--- src/rtl/dpram_port_arbiter.sv ---
// Two-requester round-robin arbiters and command sequencer for a 32x16 dual-port RAM.
// Optional same-address write-to-read forwarding is built when DPRAM_ARB_FWD_EN is defined.

module dpram_port_rr2 (
  input  logic       clk,
  input  logic       rst,
  input  logic [1:0] req,
  output logic [1:0] gnt
);

  logic ptr;

  // NOTE: every combinational output gets a default first, so no path can infer a latch.
  always_comb begin
    gnt = 2'b00;
    if (!rst) begin
      unique case (req)
        2'b01:   gnt = 2'b01;
        2'b10:   gnt = 2'b10;
        2'b11:   gnt = ptr ? 2'b10 : 2'b01;
        default: gnt = 2'b00;
      endcase
    end
  end

  // NOTE: state uses non-blocking assignments so every flop samples pre-edge values.
  always_ff @(posedge clk or posedge rst) begin
    if (rst)
      ptr <= 1'b0;
    else if (|gnt)
      ptr <= gnt[0];  // winner k hands priority to 1-k
  end

endmodule

module dpram_port_arbiter #(
  parameter int AW = 5,
  parameter int DW = 16
) (
  input  logic          clk,
  input  logic          rst,
  input  logic          wreq_0,
  input  logic          wreq_1,
  input  logic [AW-1:0] waddr_0,
  input  logic [AW-1:0] waddr_1,
  input  logic [DW-1:0] wdata_0,
  input  logic [DW-1:0] wdata_1,
  output logic          wgnt_0,
  output logic          wgnt_1,
  input  logic          rreq_0,
  input  logic          rreq_1,
  input  logic [AW-1:0] raddr_0,
  input  logic [AW-1:0] raddr_1,
  output logic          rgnt_0,
  output logic          rgnt_1,
  output logic          rvalid_0,
  output logic          rvalid_1,
  output logic [DW-1:0] rdata,
  output logic          mem_wr,
  output logic [AW-1:0] mem_waddr,
  output logic [DW-1:0] mem_wdata,
  output logic          mem_rd,
  output logic [AW-1:0] mem_raddr,
  input  logic [DW-1:0] mem_dout
);

  typedef struct packed {
    logic valid;
    logic id;
  } rd_tag_t;

  logic [1:0] wgnt;
  logic [1:0] rgnt;
  rd_tag_t    tag_cmd;
  rd_tag_t    tag_ret;

  dpram_port_rr2 u_warb (
    .clk (clk),
    .rst (rst),
    .req ({wreq_1, wreq_0}),
    .gnt (wgnt)
  );

  dpram_port_rr2 u_rarb (
    .clk (clk),
    .rst (rst),
    .req ({rreq_1, rreq_0}),
    .gnt (rgnt)
  );

  assign wgnt_0 = wgnt[0];
  assign wgnt_1 = wgnt[1];
  assign rgnt_0 = rgnt[0];
  assign rgnt_1 = rgnt[1];

  always_ff @(posedge clk or posedge rst) begin
    if (rst) begin
      mem_wr    <= 1'b0;
      mem_waddr <= '0;
      mem_wdata <= '0;
    end else begin
      mem_wr <= |wgnt;
      if (|wgnt) begin
        mem_waddr <= wgnt[1] ? waddr_1 : waddr_0;
        mem_wdata <= wgnt[1] ? wdata_1 : wdata_0;
      end
    end
  end

  // tag_cmd rides alongside mem_rd; tag_ret lines up with mem_dout one edge later.
  always_ff @(posedge clk or posedge rst) begin
    if (rst) begin
      mem_rd    <= 1'b0;
      mem_raddr <= '0;
      tag_cmd   <= '0;
      tag_ret   <= '0;
    end else begin
      mem_rd  <= |rgnt;
      tag_cmd <= '{valid: |rgnt, id: rgnt[1]};
      tag_ret <= tag_cmd;
      if (|rgnt)
        mem_raddr <= rgnt[1] ? raddr_1 : raddr_0;
    end
  end

  assign rvalid_0 = tag_ret.valid && !tag_ret.id;
  assign rvalid_1 = tag_ret.valid &&  tag_ret.id;

`ifdef DPRAM_ARB_FWD_EN
  logic          fwd_hit;
  logic [DW-1:0] fwd_data;

  // The RAM returns pre-write contents on a same-address collision; substitute the new data.
  always_ff @(posedge clk or posedge rst) begin
    if (rst) begin
      fwd_hit  <= 1'b0;
      fwd_data <= '0;
    end else begin
      fwd_hit  <= mem_wr && mem_rd && (mem_waddr == mem_raddr);
      fwd_data <= mem_wdata;
    end
  end

  assign rdata = fwd_hit ? fwd_data : mem_dout;
`else
  assign rdata = mem_dout;
`endif

endmodule

--- config.mk ---
export PLATFORM = sky130hd
export DESIGN_NAME = dpram_port_arbiter
export DESIGN_NICKNAME = d
export VERILOG_FILES = /design/src/rtl/dpram_port_arbiter.sv
export SDC_FILE = /design/constraint.sdc
export NUM_CORES = 1
export LEC_CHECK = 0
export BUFFER_PORTS_ARGS = -buffer_cell sky130_fd_sc_hd__buf_4
export CAP_MARGIN = 10
export CORE_MARGIN = 3
export CORE_UTILIZATION = 30
export DETAILED_ROUTE_END_ITERATION = 10
export PLACE_DENSITY = 0.7
export SLEW_MARGIN = 20
export SYNTH_ARGS = -nofsm -noshare
export SYNTH_HDL_FRONTEND = slang
export SYNTH_SLANG_ARGS = --single-unit
--- constraint.sdc ---
create_clock -name clk -period 3.09 [get_ports clk]
set_input_delay 0.927 -clock clk [delete_from_list [all_inputs] [get_ports clk]]
set_output_delay 0.927 -clock clk [all_outputs]
set_load 0.03 [all_outputs]
# Yosys cells after proc, flatten, opt, wreduce, memory -nomap -nowiden
# Index checks and enable logic that the tools add are counted.
[classes] eq_ne=6 n_mux=9 reduce_logical=5
[op_table] operator="$mux W16" n=1
[op_table] operator="$pmux W2 S3" n=2
[op_table] operator="$mux W5" n=2
[op_table] operator="$eq A2 B2 Y1 const B" n=4
[op_table] operator="$mux W2" n=4
[op_table] operator="$eq A2 B1 Y1 const B" n=2
[op_table] operator="$reduce_or A2 Y1" n=2
[op_table] operator="$logic_and A1 B1 Y1" n=2
[op_table] operator="$logic_not A1 Y1" n=1
[word_totals] register_bits=33 out_inout_bits=50 elab_cells=30 input_bits=74

# Longest topological paths before layout
[depth] ltp_word=4 ltp_mapped=5 mapped_depth_nobuf=3

# By module
# From an unflattened synthesis, not the netlist that was laid out.
[hier_totals] hier_cells=155 area_unflattened_um2=1634.1
[modules_own_cells] mod="dpram_port_arbiter" seq_area_each_um2=775.7 area_per_inst_um2=1491.4 cells_each=139 instances=1
[modules_own_cells] mod="dpram_port_rr2" seq_area_each_um2=25.0 area_per_inst_um2=71.3 cells_each=8 instances=2

# Worst setup path before layout
# No wires, ideal clock.
[synth_path] kind="input -> output" startpoint="input rst" endpoint="output rgnt_0" stages=3 path_slack_ns=-0.149 arrival_time_ns=2.312 path_buffers=0 t_required_ns=2.163 cell_sequence="inv_1 > nand2_1 > a21oi_1"
[synth_via] elab_chain_cells=1
[synth_lines] element="start: declaration" line="41" source="input logic rst,"
[synth_lines] element="$mux W2" line="16" source="if (!rst) begin"
[synth_lines] element="end: declaration" line="54" source="output logic rgnt_0,"
# No other way between the ends.

# Worst setup path after layout
[layout_path] startpoint="input wreq_0" endpoint="output wgnt_1"
[layout_via] elab_chain_cells=3 word_cells_on_any_way=5 cone_classes="eq/ne (3); mux (2)"
[layout_lines] element="start: declaration" line="42" source="input logic wreq_0,"
[layout_lines] element="$eq A2 B2 Y1 / $eq A2 B1 Y1 (equally long branches)" line="17" source="unique case (req)"
[layout_lines] element="$pmux W2 S3 *" line="17"
[layout_lines] element="$mux W2 *" line="16"
[layout_lines] element="end: declaration" line="49" source="output logic wgnt_1,"
# Mark *: on every way between the ends. The rest lies on a longest branch, timed or not.

==> results.toml <==
[status]
status = "finished, final reports clean"

[synth]
yosysWarnings = 0
synth_edf_count = 0
synth_cells = 190
async_reset_ff_share_pct = 100
syn-num-nets = 264
seq_area_frac_synth_pct = 48.7
ys_types = 21
ys.flop_type = "dfrtp_1"
syn_area_per_cell_um2 = 8.93
ys_seq_elements = 33
syn-cell-area_um2 = 1700

[cells_and_area]
fin_area_um2 = 2370
drive_above_1_share_pct = 40.3
synthToLayoutAreaGrowth_pct = 39.6
final_cell_mix = "buf_4, dfrtp_1, nor2_1"
diodes = 0
num-nets-final = 336
mostFrequentLayoutCell = "buf_4"

[job]
cap_violations = 0

[setup_path]
end_kind = "primary output"
r2r_end = "mem_wdata[4]$_DFFE_PP0P_"
r2r_slack_ps = 1490
cp_num_buf_inv = 2
critPathRequiredTime_ps = 2160
start_kind = "primary input"
cp.arrival_ps = 1940
crit_family = "simple AND/OR/NAND/NOR gates"
crit_path_max_fanout = 22
path_cells = "buf_4, nor2b_2, nor2_1, buf_4"
slowest_delay_ps = 610
r2r_start = "u_warb.ptr$_DFFE_PP0P_"
rr_worst_depth = 3
cp_common_cell = "buf_4"
worstSetupPathType = "primary input to primary output"
slowest_stage = "nor2b_2"

[clocking]
worstSkewPairLatency_ps = 280
numCtsBuffers = 5
clkTransAtPathRegs_ps = 60
cts.sinks = 33
cts.repair.resized = 0
hold_buffers = 0
clock-root-buffer = "clkbuf_8"
cts_setup_buffers = 0
clockBufferDepth = 2
h-tree-depth = 2
cts_tree = "done"

[sta]
report.final.slew_viol_count = 0
layout_worst_path_cycle_share_pct = 92.9
fin_skew_ps = 4.84
clock.fmax_mhz = 348
worst_slew_pin_slew_ps = 895
setup_tns_ps = 0
slew_headroom_pct = 40.3
rsz0062_at_grt = "no"
setup_viol = 0
hold_viol_final = 0
fin_crit_ps = 2870

[routing]
ant_nets = 0
drc = 0
drt-pass1-iter-count = 4
post_drt_via_cell_ratio = 4.83
post_drt_wl_per_cell_um = 13.8
drtIter0Drc = 105
drt_wl_total_mm = 4.58
vias = 1608

[global_route]
grt_pass1_wl_mm = 7.02
track_usage_pct = 13.8
antenna_found_initial = 0
grt_pass1_vias = 1516
grt_overflow = 0
grt_max_degree = 44

[floorplanning]
ios = 124
die_w_um = 81.2
die_area_um2 = 6590
die_y_um = 81.2
core-area_um2 = 5300
start_util_pct = 32.0
row_count = 26

[hold_path]
hold_path.startpoint = "tag_cmd[0]$_DFF_PP0_"
hold_class = "flop to flop"
hold_end = "tag_ret[0]$_DFF_PP0_"
min_path_cells = 0

[power_and_ir_drop]
power.density_nw_per_um2 = 521
p_leak_uw = 0.00107
ir_drop_v = 0.000201

[placed_design]
place_area_um2 = 2290
gp_congestion = 0.818
numPortBuffers = 91
hpwlAfterDp_mm = 3.42
==> flip-flops by register name (all words and copies together), names as in the netlist <==
name and count:
mem_wr 1, mem_waddr 5, u_warb.ptr 1, u_rarb.ptr 1, mem_raddr 5, tag_ret 2
tag_cmd 2, mem_wdata 16
==> cell families after synthesis <==
| logic type | Yosys count | synth area share, % |
|---|---|---|
| and+or+nand+nor | 68 | 18.8 |
| DFF | 33 | 48.7 |
| buffers and inverters | 31 | 12.9 |
| AOI/OAI and AO/OA | 58 | 19.6 |
==> synth_stat cells (2+ instances only) <==
master    instances  share of area (%)
nand3_1          26                7.7
nor2_1           28                6.2
buf_6             2                1.3
a31oi_1          26                9.6
clkbuf_2          2               0.59
dfrtp_1          33                 49
nand2b_1          3                1.1
nor2b_1           3                1.1
buf_2             5                1.5
buf_4            21                9.3
a21oi_1           2               0.59
o21ai_0          27                8.0
nand2_1           4               0.88
==> worst register-to-register path, delay by kind of cell (launching register included) <==
| kind | cells | cell delay [ps] |
|---|---|---|
| AND/OR/NAND/NOR | 2 | 920 |
| flip-flops | 1 | 410 |
| AO/OA/AOI/OAI | 1 | 190 |
==> power by group <==
part / switching [uW] / internal, uW / total (uW)
registers: 33.1 / 490 / 523
clock network: 152 / 156 / 308
logic: 240 / 164 / 404
==> metrics by stage <==
stage	hold WS, ps	utilization, %	power, uW	worst slack (ps)	instances
2_1_floorplan	331	-	806	234	190
3_3_place_gp	347	43.1	934	184	325
3_5_place_dp	340	43.1	940	211	325
4_1_cts	355	44.7	1250	210	333
5_1_grt	358	44.7	1310	128	333
6_report	350	44.7	1230	219	333
==> worst max-delay path by stage <==
stage | end | depth (start not counted) | from | slack, ps
after global routing | wgnt_1 | 4 | wreq_0 | 130
after floorplan | rgnt_0 | 3 | rst | 230
after global placement | wgnt_1 | 4 | wreq_0 | 180
after detailed placement | wgnt_1 | 4 | wreq_0 | 210
after CTS | wgnt_1 | 4 | wreq_0 | 210
final | wgnt_1 | 4 | wreq_0 | 220
==> routing by layer <==
metal	up-vias	share of wire, %	GRT usage, %
met5	-	0	0
met2	78	48	24.1
met1	727	41	16.3
met3	6	9.5	4.43
met4	0	0.79	3.72
li1	797	-	-
==> cell type report <==
class / instances / area [um^2]
Clock inverter: 2 / 10.0
Multi-Input combinational cell: 126 / 652
Tap cell: 70 / 87.6
Inverter: 1 / 7.51
Fill cell: 553 / 2930
Sequential cell: 33 / 826
Clock buffer: 6 / 72.6
Timing Repair Buffer: 95 / 713
(Power assumes the default switching activity.)
